**config.mk**
```make
export PLATFORM = sky130hd
export DESIGN_NAME = irq_ctrl
export DESIGN_NICKNAME = d
export VERILOG_FILES = /design/src/rtl/irq_ctrl_pkg.sv /design/src/rtl/prio_enc8.sv /design/src/rtl/irq_ctrl.sv
export SDC_FILE = /design/constraint.sdc
export NUM_CORES = 1
export LEC_CHECK = 0
export ABC_AREA = 1
export CORE_MARGIN = 10
export CORE_UTILIZATION = 54
export CTS_CLUSTER_DIAMETER = 200
export CTS_CLUSTER_SIZE = 28
export DETAILED_ROUTE_END_ITERATION = 10
export PLACE_DENSITY = 0.82
export SYNTH_ARGS = -nofsm -noshare
export SYNTH_HDL_FRONTEND = slang
export SYNTH_SLANG_ARGS = --single-unit
```
**constraint.sdc**
```tcl
create_clock -name wb_clk_i -period 6.9 [get_ports wb_clk_i]
set_clock_uncertainty 0.2 [all_clocks]
set_input_delay 1.38 -clock wb_clk_i [delete_from_list [all_inputs] [get_ports wb_clk_i]]
set_output_delay 1.38 -clock wb_clk_i [all_outputs]
set_load 0.03 [all_outputs]
```
**src/rtl/irq_ctrl_pkg.sv**
```systemverilog
// Shared definitions for the vectored priority interrupt controller:
// register map, FSM state encoding, STATUS layout and the vector formula.
package irq_ctrl_pkg;

    localparam logic [2:0] IRQ_PEND   = 3'd0;
    localparam logic [2:0] IRQ_MASK   = 3'd1;
    localparam logic [2:0] IRQ_MODE   = 3'd2;
    localparam logic [2:0] IRQ_VBASE  = 3'd3;
    localparam logic [2:0] IRQ_STATUS = 3'd4;
    localparam logic [2:0] IRQ_EOI    = 3'd5;

    localparam int STAT_INSVC_BIT = 7;
    localparam int STAT_REQ_BIT   = 6;

    typedef enum logic [1:0] {
        IDLE    = 2'd0,
        REQ     = 2'd1,
        SERVICE = 2'd2
    } irq_state_t;

    // Vectors are spaced two bytes apart and wrap modulo 256.
    function automatic logic [7:0] calc_vector(input logic [7:0] vbase,
                                               input logic [2:0] idx);
        return vbase + {4'b0000, idx, 1'b0};
    endfunction

endpackage

```
**src/rtl/prio_enc8.sv**
```systemverilog
// Combinational 8-input priority encoder: reports whether any request is set
// and the index of the lowest set bit.
module prio_enc8 (
    input  logic [7:0] req_i,
    output logic       valid_o,
    output logic [2:0] idx_o
);

    // NOTE: every output of a combinational block gets a default first, so no
    // path leaves it unassigned and no latch is inferred.
    always_comb begin
        valid_o = |req_i;
        idx_o   = 3'd0;
        // Scanning downward makes the lowest set bit the final assignment.
        for (int i = 7; i >= 0; i--) begin
            if (req_i[i]) begin
                idx_o = 3'(i);
            end
        end
    end

endmodule

```
**src/rtl/irq_ctrl.sv**
```systemverilog
// Vectored priority interrupt controller: latches and masks peripheral request
// lines, raises a single CPU request, supplies a vector on acknowledge.
module irq_ctrl
    import irq_ctrl_pkg::*;
#(
    parameter int N_IRQ = 8
) (
    input  logic             wb_clk_i,
    input  logic             rst,
    input  logic             bus_cyc,
    input  logic             bus_we,
    input  logic [2:0]       addr,
    input  logic [7:0]       data_in,
    output logic [7:0]       data_out,
    input  logic [N_IRQ-1:0] irq_in,
    input  logic             int_ack,
    output logic             int_req,
    output logic [7:0]       int_vector
);

    // Bits at or above N_IRQ never hold state and always read back as 0.
    localparam logic [7:0] LINE_MASK = 8'((16'd1 << N_IRQ) - 16'd1);

    logic [7:0] pend_q,     pend_d;
    logic [7:0] mask_q,     mask_d;
    logic [7:0] mode_q,     mode_d;
    logic [7:0] vbase_q,    vbase_d;
    logic [7:0] irq_prev_q, irq_prev_d;
    logic [2:0] isr_idx_q,  isr_idx_d;
    irq_state_t state_q,    state_d;

    logic [7:0] irq_ext;
    logic [7:0] active;
    logic [7:0] rise;
    logic [7:0] clr;
    logic [7:0] status;
    logic       win_valid;
    logic [2:0] win_idx;
    logic       wr_en;
    logic       ack_take;
    logic       eoi_wr;
    logic       in_svc;

    always_comb begin
        irq_ext              = 8'h00;
        irq_ext[N_IRQ-1:0]   = irq_in;
    end

    assign wr_en    = bus_cyc && bus_we;
    assign active   = pend_q & mask_q;
    assign ack_take = (state_q == REQ) && int_ack;
    assign eoi_wr   = wr_en && (addr == IRQ_EOI);
    assign in_svc   = (state_q == SERVICE);

    prio_enc8 u_prio (
        .req_i   (active),
        .valid_o (win_valid),
        .idx_o   (win_idx)
    );

    always_comb begin
        state_d   = state_q;
        isr_idx_d = isr_idx_q;
        unique case (state_q)
            IDLE: begin
                if (win_valid) begin
                    state_d = REQ;
                end
            end
            REQ: begin
                // Acknowledge takes precedence over the active set emptying.
                if (ack_take) begin
                    state_d   = SERVICE;
                    isr_idx_d = win_idx;
                end else if (!win_valid) begin
                    state_d = IDLE;
                end
            end
            SERVICE: begin
                if (eoi_wr) begin
                    state_d = IDLE;
                end
            end
            default: state_d = IDLE;
        endcase
    end

    always_comb begin
        rise = irq_ext & ~irq_prev_q;
        clr  = 8'h00;
        if (wr_en && (addr == IRQ_PEND)) begin
            clr = data_in;
        end
        if (ack_take && win_valid) begin
            clr[win_idx] = 1'b1;
        end
        // Clear is applied before the new edge is ORed in, so a fresh edge
        // always survives a same-cycle W1C or acknowledge.
        pend_d = ((mode_q & ((pend_q & ~clr) | rise)) | (~mode_q & irq_ext))
                 & LINE_MASK;

        irq_prev_d = irq_ext;
        mask_d     = mask_q;
        mode_d     = mode_q;
        vbase_d    = vbase_q;
        if (wr_en) begin
            unique case (addr)
                IRQ_MASK:  mask_d  = data_in & LINE_MASK;
                IRQ_MODE:  mode_d  = data_in & LINE_MASK;
                IRQ_VBASE: vbase_d = data_in;
                default:   ;
            endcase
        end
    end

    // NOTE: sequential state uses non-blocking assignments so every register
    // samples the pre-edge value of its inputs regardless of statement order.
    always_ff @(posedge wb_clk_i) begin
        if (!rst) begin
            pend_q     <= 8'h00;
            mask_q     <= 8'h00;
            mode_q     <= 8'h00;
            vbase_q    <= 8'h00;
            irq_prev_q <= 8'h00;
            isr_idx_q  <= 3'd0;
            state_q    <= IDLE;
        end else begin
            pend_q     <= pend_d;
            mask_q     <= mask_d;
            mode_q     <= mode_d;
            vbase_q    <= vbase_d;
            irq_prev_q <= irq_prev_d;
            isr_idx_q  <= isr_idx_d;
            state_q    <= state_d;
        end
    end

    assign int_req    = (state_q == REQ);
    assign int_vector = (int_req && win_valid) ? calc_vector(vbase_q, win_idx) : 8'h00;

    always_comb begin
        status                 = 8'h00;
        status[STAT_INSVC_BIT] = in_svc;
        status[STAT_REQ_BIT]   = int_req;
        if (in_svc) begin
            status[2:0] = isr_idx_q;
        end
    end

    always_comb begin
        data_out = 8'h00;
        case (addr)
            IRQ_PEND:   data_out = pend_q;
            IRQ_MASK:   data_out = mask_q;
            IRQ_MODE:   data_out = mode_q;
            IRQ_VBASE:  data_out = vbase_q;
            IRQ_STATUS: data_out = status;
            default:    data_out = 8'h00;
        endcase
    end

endmodule

```
# After elaboration in Yosys (flattened, before gate mapping)
# Index checks and enable logic that the tools add are counted.
[word_totals]
regBits = 45
latch_bits = 0
ram_bits = 0
romBits = 0
in_bits = 24
out_inout_bits = 17
word_cells = 66
mem_count = 0
[classes]
n_addsub = 1
mul = 0
div_mod_pow = 0
order_cmp = 2
n_eq_ne = 10
shifts = 0
muxes = 20
bitwise_logic = 11
n_reduce_logical = 15
[ops]
columns = ["cell", "count"]
rows = [
  ["$and 8x8->8", 5],
  ["$pmux 8 s5", 1],
  ["$mux 3", 9],
  ["$mux 8", 3],
  ["$not 8->8", 3],
  ["$or 8x8->8", 3],
  ["$add 8x4->8", 1],
  ["$mux 2", 4],
  ["$reduce_and 2->1", 4],
  ["$reduce_or 8->1", 1],
  ["$logic_and 1x1->1", 7],
  ["$eq 3x2->1 const B", 2],
  ["$eq 3x3->1 const B", 2],
  ["$pmux 2 s3", 1],
  ["$lt 3x4->1 const B", 1],
  ["$ne 2x2->1 const B", 2],
  ["$demux 1 s3", 1],
  ["$eq 3x1->1 const B", 1],
  ["$ge 3x1->1 const B", 1],
  ["$logic_not 3->1", 1],
  ["$ne 3x2->1 const B", 1],
  ["$reduce_and 3->1", 1],
  ["$eq 2x1->1 const B", 1],
  ["$eq 2x2->1 const B", 1],
  ["2 further kinds", 2],
]

# Logic depth before layout (Yosys ltp)
# Gate-level depths: netlist (run 1).
[depth]
ltp_word = 20
depth_mapped = 20
depth_no_buf = 20

# Cells and area by module
# Synthesis (run 1) repeated with hierarchy kept, for this count alone.
[unflattened]
cells_unflattened = 397
hier_area_um2 = 2466.1
[modules_own_cells]
columns = ["module", "instances", "cells_per_inst", "area_per_inst_um2", "seq_area_each_um2"]
rows = [
  ["irq_ctrl", 1, 375, 2367.3, 900.9],
  ["prio_enc8", 1, 22, 98.8, 0.0],
]

# Worst setup path after synthesis (run 1)
# Ideal clock, no wire load.
[synth_timing]
path_kind = "reg-to-output"
startpoint = "register pend_q[7]"
endpoint = "output int_vector[7]"
arrival_time_ps = 2491
required_time_ps = 5320
setup_slack_ps = 2829
stages_incl_launch_ff = 20
n_path_buf = 0
path_cell_list = "dfxtp_1 -> nand2_1 -> inv_1 -> nand2_1 -> nand2_1 -> nand2_1 -> nand2_1 -> nand2_1 -> nand2_1 -> nand2_1 -> nor2_1 -> inv_1 -> fa_1 -> inv_1 -> nand2_1 -> inv_1 -> o21ai_0 -> nor2_1 -> a21oi_1 -> nor3_1"
[synth_between]
elab_chain_len = 11
word_cells_on_any_way = 13
cone_classes = "add/sub: 1; mux: 9; bitwise: 1; reduce/logical: 2"
[synth_rtl]
columns = ["item", "line_no", "text"]
rows = [
  ["from (decl)", "irq_ctrl.sv:24", "logic [7:0] pend_q, pend_d;"],
  ["from (signal assigned)", "irq_ctrl.sv:128", "pend_q <= pend_d;"],
  ["$and 8x8->8 (*)", "irq_ctrl.sv:50", "assign active = pend_q & mask_q;"],
  ["$mux 3 (8 in a row)", "prio_enc8.sv:16", "if (req_i[i]) begin"],
  ["$add 8x4->8", "irq_ctrl_pkg.sv:24", "return vbase + {4'b0000, idx, 1'b0};"],
  ["$mux 8 (*)", "irq_ctrl.sv:139", "assign int_vector = (int_req && win_valid) ? calc_vector(vbase_q, win_idx) : 8'h00;"],
  ["to (decl)", "irq_ctrl.sv:18", "output logic [7:0] int_vector"],
]
# Mark *: on every way between the ends. The rest lies on a longest branch, timed or not.

# Worst setup path in the final report (run 1)
[layout_timing]
startpoint = "input addr[2]"
endpoint = "output data_out[7]"
[layout_between]
elab_chain_len = 2
word_cells_on_any_way = 6
cone_classes = "eq/ne: 4; mux: 1; reduce/logical: 1"
[layout_rtl]
columns = ["item", "line_no", "text"]
rows = [
  ["from (decl)", "irq_ctrl.sv:12", "input logic [2:0] addr,"],
  ["$eq 3x3->1 (tied with other cells)", "irq_ctrl.sv:152", "case (addr)"],
  ["$pmux 8 s5 (*)", "irq_ctrl.sv:152", ""],
  ["to (decl)", "irq_ctrl.sv:14", "output logic [7:0] data_out,"],
]
# Marked as above.

==> metrics.txt, run 1 <==
outcome=finished clean; largest area contributor in the synthesized netlist=sky130_fd_sc_hd__dfxtp_1; combined flip-flop and latch cell area=900.9 um2; core box area=4086 um2; row cnt=23; pin count of the biggest net entering global routing=37; number of global-route vias before repair=2256; post-layout util=0.6975; layout net count=405; total of fill cells in the finished design=369; die outline area=7309 um2; count of pins over their slew limit=0; number of vias per cell=5.634; buffer type at the clock tree root=sky130_fd_sc_hd__clkbuf_8; crit path launch type=primary input; internal power summed over all cells=0.3825 mW; relative max-transition margin=0.3735; Overflow after GRT=0; top cell type's share of synthesized area=0.3890; CP max FO=6; global-route wire length before repair=10730 um; I/O pin count=41; cell count after synthesis=336; number of buffers inserted during clock tree synthesis=5; synthesized area per cell=6.893 um2; number of hold-repair buffers added at the cts stage=0; minimum setup slack after placement=1436 ps; critical path data required time=5320 ps; switch share=0.2504; arrival time of data at the critical path endpoint=3890 ps; Total Routed Length=6611 um; flops & latches, synth=45; routed via count=2417; final worst hold slack=261.7 ps; setup_tns=0 ps; starting DRC count in detailed routing=259; clock slew at reported path FFs=80 ps; asr flop ratio synth=0; count leader, synth=sky130_fd_sc_hd__nand2_1; post-synthesis sequential area ratio=0.3890; count of antenna diodes in the layout=0; portion of total power attributed to sequential cells=0.537; Power Dens Cells=179.0 nW/um2; share of the clock period used by the worst path=0.7928; Worst-Margin Slew=931.2 ps; DIE WIDTH=85.49 um; Comb power frac=0.113; final setup slack of the worst path=1430 ps; Final min period=5470 ps; height of the chip=85.49 um; area grow syn2layout=23.07%; RD Place Congestion=0.9210; Synth top cells by count=83 x sky130_fd_sc_hd__nand2_1, 45 x sky130_fd_sc_hd__dfxtp_1, 43 x sky130_fd_sc_hd__inv_1; cell count of the worst hold path=1; setup repair after global routing missed its margin=false; worst voltage drop across the vdd grid=101.2 uV; initial core utilization=0.5667; Register-to-Register Path Depth=9; source-to-sink clock delay at the later pin of the worst-skew pair=300 ps; path class of the lowest-slack min-delay path=reg2reg; post-CTS repair timing setup buffer count=0; top area cells in the synthesized netlist=sky130_fd_sc_hd__dfxtp_1 39%, sky130_fd_sc_hd__nand2_1 13%, sky130_fd_sc_hd__inv_1 7.0%; H-tree depth reported by CTS=2; prevailing post-synth register cell=sky130_fd_sc_hd__dfxtp_1; sum of net half-perimeters after detailed placement=4969 um; sw power=0.1278 mW; CTS resizes=0; Clock Path Buffers=2; achievable frequency=0.1828 GHz; post-synthesis instance area=2316 um2; initial antenna violation count=0; critical path type=in2out; total iterations of the first detailed-routing run=5; Synth Net Count=363; IO Port Bufs=40; number of nets still failing antenna checks after routing=0; Worst setup EP type=primary output; YS warnings=0; combined area of the multi-input logic cells=1182 um2; layout cells sized above 1=0.09235; Final Hold Vio Count=0; Post-synth EDFFs=0; maximum capacitance violations=0; residual DRC count=0; LEAKAGE=1.211 nW; number of distinct library cells after synthesis=31; Final setup violation count=0; overall track demand over capacity in global routing=0.1769; clock sinks=45; Clk pwr share=0.350; wire per inst=15.41 um; Final Total Pwr=0.5103 mW; clock tree from TritonCTS=yes
[cell usage in the layout, fill, tap and decap left out, types with 9 or more instances in the layout]
| cell | Yosys | layout |
|---|---|---|
| sky130_fd_sc_hd__o21ai_0 | 17 | 17 |
| sky130_fd_sc_hd__nor2_1 | 37 | 37 |
| sky130_fd_sc_hd__nand2_1 | 83 | 83 |
| sky130_fd_sc_hd__nand3_1 | 10 | 10 |
| sky130_fd_sc_hd__a21oi_1 | 24 | 24 |
| sky130_fd_sc_hd__clkdlybuf4s50_1 | 0 | 40 |
| sky130_fd_sc_hd__dfxtp_1 | 45 | 45 |
| sky130_fd_sc_hd__inv_2 | 9 | 9 |
| sky130_fd_sc_hd__inv_1 | 43 | 43 |
| sky130_fd_sc_hd__o21ai_1 | 15 | 15 |
[layout make-up]
| cell class | count | area share |
|---|---|---|
| well taps | 50 | 0.02195 |
| inverters | 52 | 0.06848 |
| multi-input cells | 233 | 0.4148 |
| repair buffers | 41 | 0.1431 |
| flip-flops and latches | 45 | 0.3161 |
| clock inverters | 1 | 0.001756 |
| clock buffers | 7 | 0.03380 |
[flip-flops by register name, summed over array words and instances (netlist names)]
register,count
irq_prev_q,8
mask_q,8
mode_q,8
pend_q,8
vbase_q,8
isr_idx_q,3
state_q,2
[worst max-delay path, cell delays in order]
cell and delay (ps):
sky130_fd_sc_hd__clkdlybuf4s50_1 650, sky130_fd_sc_hd__inv_1 100, sky130_fd_sc_hd__nor4_1 770, sky130_fd_sc_hd__a221oi_1 120, sky130_fd_sc_hd__o211ai_1 160, sky130_fd_sc_hd__clkdlybuf4s50_1 710
[layer usage]
metal  share of wire  track usage
met3           0.090      0.04636
met5               0            0
met1            0.43       0.2203
met4           0.017      0.06437
met2            0.46       0.2861
[path summary, 6_finish.rpt]
check                                start           to  slack (ps)
worst max-delay path               addr[2]  data_out[7]        1430
worst min-delay path            state_q[0]   state_q[0]         260
worst max register to register   mask_q[5]    pend_q[1]        5050
worst min register to register  state_q[0]   state_q[0]         260
[power by group through the flow]
stage	sequential (mW)	combinational (mW)	clock [mW]
floorplan	0.278	0.0296	0
global route	0.275	0.0629	0.190
finish	0.274	0.0577	0.179
global placement	0.280	0.0561	0
detailed placement	0.280	0.0568	0
CTS	0.274	0.0572	0.181
[stage by stage]
stage | std cells | instance area [um2]
after floorplan | 336 | 2316
after global placement | 421 | 2749
after detailed placement | 421 | 2749
after CTS | 429 | 2850
after global routing | 429 | 2850
final | 429 | 2850
[cell families after synthesis]
logic type,after synthesis,share of synthesized area
flip-flops,45,0.3890
AO/OA/AOI/OAI,80,0.2091
AND/OR/NAND/NOR,150,0.2820
buffers and inverters,58,0.1005
adder cells (fa/ha/maj),3,0.01945
Note: power is estimated with default switching activity, not from simulation.
==> run 2, diff against run 1 <==
Settings changed: CORE_UTILIZATION 54 to 52, PLACE_DENSITY 0.82 to 0.79.
Clock period 6.9 ns to 5.45 ns, I/O delays scaled along.
==> metrics.txt, run 2 (synthesis gave the netlist of run 1 again) <==
total of fill cells in the finished design=401 (was 369); height of the chip=86.74 um (was 85.49 um); post-layout util=0.6658 (was 0.6975); CP max FO=7 (was 6); clock tree from TritonCTS=yes (unchanged); IO Port Bufs=40 (unchanged); overall track demand over capacity in global routing=0.1715 (was 0.1769); top library cells by usage in the layout, fill and taps aside=83 x sky130_fd_sc_hd__nand2_1, 45 x sky130_fd_sc_hd__dfxtp_1, 43 x sky130_fd_sc_hd__inv_1 (unchanged); grt peak-use layer=met2 (unchanged); Final setup violation count=0 (unchanged); crit path launch type=register (was primary input); number of hold-repair buffers added at the cts stage=0 (unchanged); routed via count=2347 (was 2417); I/O pin count=41 (unchanged); critical path data required time=4160 ps (was 5320 ps); sum of net half-perimeters after detailed placement=4996 um (was 4969 um); die outline area=7523 um2 (was 7309 um2); Global Route met1 Usage=0.2019 (was 0.2203); GRT met2 Usage=0.2866 (was 0.2861); core box area=4324 um2 (was 4086 um2); achievable frequency=0.2122 GHz; count of antenna diodes in the layout=0 (unchanged); setup_tns=0 ps (unchanged); setup repair after global routing missed its margin=false (unchanged); DIE WIDTH=86.74 um (was 85.49 um); Overflow after GRT=0 (unchanged); arrival time of data at the critical path endpoint=3420 ps (was 3890 ps); wire per inst=15.19 um (was 15.41 um); pin count of the biggest net entering global routing=26 (was 37); worst voltage drop across the vdd grid=195.0 uV (was 101.2 uV); number of buffers inserted during clock tree synthesis=5 (unchanged); source-to-sink clock delay at the later pin of the worst-skew pair=310 ps (was 300 ps); Worst-Margin Slew=635.5 ps (was 931.2 ps); LEAKAGE=1.220 nW (was 1.211 nW); clock slew at reported path FFs=80 ps (about the same); clock sinks=45 (unchanged); buffer type at the clock tree root=sky130_fd_sc_hd__clkbuf_8 (unchanged); Total Routed Length=6563 um (was 6611 um); Final min period=4712 ps; initial antenna violation count=0 (unchanged); share of the clock period used by the worst path=0.8645; area grow syn2layout=24.31% (was 23.07%); Worst setup EP type=primary output (unchanged); outcome=finished clean (unchanged); count of pins over their slew limit=0 (unchanged); starting DRC count in detailed routing=173 (was 259); global-route wire length before repair=10520 um (was 10730 um); combined area of the multi-input logic cells=1182 um2 (unchanged); post-CTS repair timing setup buffer count=0 (unchanged); relative max-transition margin=0.5740 (was 0.3735); combined flip-flop and latch cell area=900.9 um2 (unchanged); maximum capacitance violations=0 (unchanged); layout cells sized above 1=0.09474 (was 0.09235); layout net count=406 (was 405); critical path type=reg2out (was in2out); total iterations of the first detailed-routing run=4 (was 5); RD Place Congestion=0.9912 (was 0.9210); leading cell type in the layout, fill and taps excluded=sky130_fd_sc_hd__nand2_1 (unchanged); Power Dens Cells=237.2 nW/um2 (was 179.0 nW/um2); residual DRC count=0 (unchanged); number of nets still failing antenna checks after routing=0 (unchanged); path class of the lowest-slack min-delay path=reg2reg (unchanged); number of global-route vias before repair=2269 (was 2256); initial core utilization=0.5356 (was 0.5667); H-tree depth reported by CTS=2 (unchanged); met3 Usage GRT=0.05347 (was 0.04636); Final Hold Vio Count=0 (unchanged); CTS resizes=0 (unchanged); number of vias per cell=5.433 (was 5.634); row cnt=24 (was 23); Clock Path Buffers=2 (unchanged)
-- run 2: final timing paths --
kind                                  from       endpoint  slack (ps)  cells after the start
worst max-delay path             pend_q[7]  int_vector[7]         740                     20
worst max register to register   pend_q[5]      pend_q[1]        3580                      9
worst min register to register  state_q[0]     state_q[0]         260                      1
worst min-delay path            state_q[0]     state_q[0]         260                      1
-- run 2: metrics by stage --
stage / power [mW] / instances / setup slack, ps / instance area (um2) / hold WS, ps
4_1_cts: 0.6852 / 432 / 753.6 / 2879 / 263.3
6_report: 0.6829 / 432 / 738.4 / 2879 / 261.5
3_3_place_gp: 0.4248 / 424 / 884.5 / 2759 / 241.2
3_5_place_dp: 0.4263 / 424 / 868.5 / 2759 / 251.6
5_1_grt: 0.7074 / 432 / 454.4 / 2879 / 291.3
2_1_floorplan: 0.3896 / 336 / 1669 / 2316 / 223.4
-- run 2: layout make-up --
class	instances	area share
inverter	52	0.06780
clock inverter	2	0.01304
timing repair buffer	42	0.1443
sequential	45	0.3129
clock buffer	6	0.02868
tap	52	0.02260
multi-input combinational	233	0.4107
-- run 2: routing by layer --
metal / routed length, um / vias to the layer above / share of wire
met5: 0 / - / 0
met4: 144 / 0 / 0.022
met3: 502 / 17 / 0.076
met2: 3097 / 78 / 0.47
met1: 2819 / 1068 / 0.43
li1: - / 1184 / -
-- run 2: power breakdown --
| part | switching (mW) | total (mW) | internal (mW) |
|---|---|---|---|
| sequential | 0.00718 | 0.347 | 0.340 |
| combinational | 0.0426 | 0.0726 | 0.0300 |
| clock | 0.114 | 0.263 | 0.149 |
| total | 0.164 | 0.683 | 0.519 |
-- run 2: worst max-delay path, cell delays in order (launching register included) --
cell and delay, ps:
sky130_fd_sc_hd__dfxtp_1 370, sky130_fd_sc_hd__nand2_1 80, sky130_fd_sc_hd__inv_1 50, sky130_fd_sc_hd__nand2_1 40
sky130_fd_sc_hd__nand2_1 50, sky130_fd_sc_hd__nand2_1 40, sky130_fd_sc_hd__nand2_1 50, sky130_fd_sc_hd__nand2_1 60
sky130_fd_sc_hd__nand2_1 100, sky130_fd_sc_hd__nand2_1 200, sky130_fd_sc_hd__nor2_1 210, sky130_fd_sc_hd__inv_1 70
sky130_fd_sc_hd__fa_1 370, sky130_fd_sc_hd__inv_1 80, sky130_fd_sc_hd__nand2_1 50, sky130_fd_sc_hd__inv_1 70
sky130_fd_sc_hd__o21ai_0 100, sky130_fd_sc_hd__nor2_1 170, sky130_fd_sc_hd__a21oi_1 90, sky130_fd_sc_hd__nor3_1 170
sky130_fd_sc_hd__clkdlybuf4s50_1 700
==> run 3, diff against run 2 <==
Settings changed: CORE_UTILIZATION 52 to 47, PLACE_DENSITY 0.79 to 0.75.
Clock period 5.45 ns to 3.85 ns, I/O delays scaled along.
==> metrics.txt, run 3 (synthesis gave the netlist of run 1 again) <==
area grow syn2layout=26.36% (was 24.31%); cell type with the highest occurrence count on the critical path=sky130_fd_sc_hd__nand2_1 (unchanged); clock tree from TritonCTS=yes (unchanged); Register-to-Register Path Depth=14 (was 9); H-tree depth reported by CTS=2 (unchanged); Worst-Margin Slew=425.7 ps (was 635.5 ps); routed via count=2419 (was 2347); outcome=finished clean (unchanged); initial core utilization=0.4871 (was 0.5356); number of vias per cell=5.340 (was 5.433); clock slew at reported path FFs=80 ps (about the same); maximum capacitance violations=0 (unchanged); number of nets still failing antenna checks after routing=0 (unchanged); crit path launch type=register (unchanged); leading cell type in the layout, fill and taps excluded=sky130_fd_sc_hd__nand2_1 (unchanged); Cell Area, Placed=2808 um2 (was 2759 um2); Total Routed Length=6891 um (was 6563 um); buffer type at the clock tree root=sky130_fd_sc_hd__clkbuf_8 (unchanged); total iterations of the first detailed-routing run=5 (was 4); LEAKAGE=1.302 nW (was 1.220 nW); starting DRC count in detailed routing=206 (was 173); number of buffers inserted during clock tree synthesis=5 (unchanged); IO Port Bufs=40 (unchanged); source-to-sink clock delay at the later pin of the worst-skew pair=300 ps (was 310 ps); Worst setup EP type=primary output (unchanged); Overflow after GRT=0 (unchanged); path class of the lowest-slack min-delay path=reg2reg (unchanged); Power Dens Cells=331.8 nW/um2 (was 237.2 nW/um2); Layout Cell Area excl Fill=2927 um2 (was 2879 um2); achievable frequency=0.2767 GHz; number of cells in the finished layout apart from fillers=453 (was 432); RD Place Congestion=0.8908 (was 0.9912); Slowest Stage Delay on Critical Path=380 ps (was 700 ps); cell count of the worst hold path=1 (unchanged); post-layout util=0.6155 (was 0.6658); number of hold-repair buffers added at the cts stage=0 (unchanged); top library cells by usage in the layout, fill and taps aside=83 x sky130_fd_sc_hd__nand2_1, 45 x sky130_fd_sc_hd__dfxtp_1, 43 x sky130_fd_sc_hd__inv_1 (unchanged); wire per inst=15.21 um (was 15.19 um); core box area=4755 um2 (was 4324 um2); initial antenna violation count=0 (unchanged); cell chain of the critical path=nand2_1, nand2_1, inv_1, nand2_1, inv_1, o21bai_1, buf_4, inv_1, ha_1, nand2_1, nor3_1, nand4_1, nand3_1, nand2_1, nor2_1, clkdlybuf4s15_1 (was nand2_1, inv_1, nand2_1, nand2_1, nand2_1, nand2_1, nand2_1, nand2_1, nand2_1, nor2_1, inv_1, fa_1, inv_1, nand2_1, inv_1, o21ai_0, nor2_1, a21oi_1, nor3_1, clkdlybuf4s50_1); post-CTS repair timing setup buffer count=0 (unchanged); CP max FO=5 (was 7); critical path type=reg2out (unchanged); final worst hold slack=251.4 ps (was 261.5 ps); die outline area=8135 um2 (was 7523 um2); height of the chip=90.20 um (was 86.74 um); cell count after placement=445 (was 424); number of global-route vias before repair=2280 (was 2269); pin count of the biggest net entering global routing=36 (was 26); share of the clock period used by the worst path=0.9387; Final Hold Vio Count=0 (unchanged); Final setup violation count=0 (unchanged); count of antenna diodes in the layout=0 (unchanged); Final min period=3614 ps; row cnt=25 (was 24); overall track demand over capacity in global routing=0.1637 (was 0.1715); relative max-transition margin=0.7151 (was 0.5740); I/O pin count=41 (unchanged); clock sinks=45 (unchanged); sum of net half-perimeters after detailed placement=5186 um (was 4996 um); residual DRC count=0 (unchanged); arrival time of data at the critical path endpoint=2640 ps (was 3420 ps); critical path data required time=2880 ps (was 4160 ps); layout net count=412 (was 406); DIE WIDTH=90.20 um (was 86.74 um); Critical Path Slowest Stage Cell=sky130_fd_sc_hd__clkdlybuf4s15_1 (was sky130_fd_sc_hd__clkdlybuf4s50_1); global-route wire length before repair=10990 um (was 10520 um); worst voltage drop across the vdd grid=366.6 uV (was 195.0 uV); layout cells sized above 1=0.1269 (was 0.09474); Clock Path Buffers=2 (unchanged); count of pins over their slew limit=0 (unchanged); CTS resizes=2 (was 0)
[run 3: cell count changes in the layout (fill, tap and decap cells not counted)]
cell	previous run	this run
sky130_fd_sc_hd__buf_4	2	14
sky130_fd_sc_hd__clkdlybuf4s50_1	40	30
sky130_fd_sc_hd__dlymetal6s2s_1	0	2
sky130_fd_sc_hd__clkbuf_1	0	1
sky130_fd_sc_hd__clkbuf_2	0	1
sky130_fd_sc_hd__clkdlybuf4s15_1	0	1
sky130_fd_sc_hd__clkinvlp_4	1	0
sky130_fd_sc_hd__nor2_1	37	36
sky130_fd_sc_hd__nor2_2	2	3
[run 3: path summary, 6_finish.rpt]
path / from / endpoint / slack [ps]
worst max-delay path: mask_q[5] / int_vector[6] / 240
worst min-delay path: state_q[0] / state_q[0] / 250
worst max register to register: pend_q[7] / pend_q[5] / 2060
worst min register to register: state_q[0] / state_q[0] / 250
[run 3: final cells by class]
type,count,area (um2)
Clock buffer,7,86.33
Clock inverter,1,30.03
Fill cell,451,1828
Inverter,52,195.2
Multi-Input combinational cell,233,1185
Sequential cell,45,900.9
Tap cell,67,83.83
Timing Repair Buffer,48,445.4
[run 3: layer usage]
| layer | share of wire | vias up | global-route usage |
|---|---|---|---|
| met5 | 0 | - | 0 |
| met2 | 0.47 | 112 | 0.2766 |
| li1 | - | 1200 | - |
| met1 | 0.46 | 1099 | 0.2044 |
| met3 | 0.062 | 8 | 0.03159 |
| met4 | 0.011 | 0 | 0.05040 |
[run 3: power by group]
part	switching, mW	leakage [nW]	internal, mW
registers	0.0102	0.368	0.481
logic	0.0621	0.876	0.0445
clock network	0.162	0.0585	0.212
[run 3: metrics by stage]
stage / worst slack (ps) / total power [mW] / setup TNS [ps]
after CTS: 77.52 / 0.9683 / 0
after detailed placement: 257.4 / 0.6060 / 0
after global placement: 276.2 / 0.6047 / 0
final: 235.9 / 0.9710 / 0
after floorplan: 388.5 / 0.5515 / 0
after global routing: -22.25 / 0.9936 / -22.25
[run 3: worst max-delay path: cells and delay by family (launching register included)]
kind,cells,cell delay [ps]
AND/OR/NAND/NOR,9,920
flip-flops,1,370
buffers and inverters,5,670
adder cells (fa/ha/maj),1,260
AO/OA/AOI/OAI,1,120
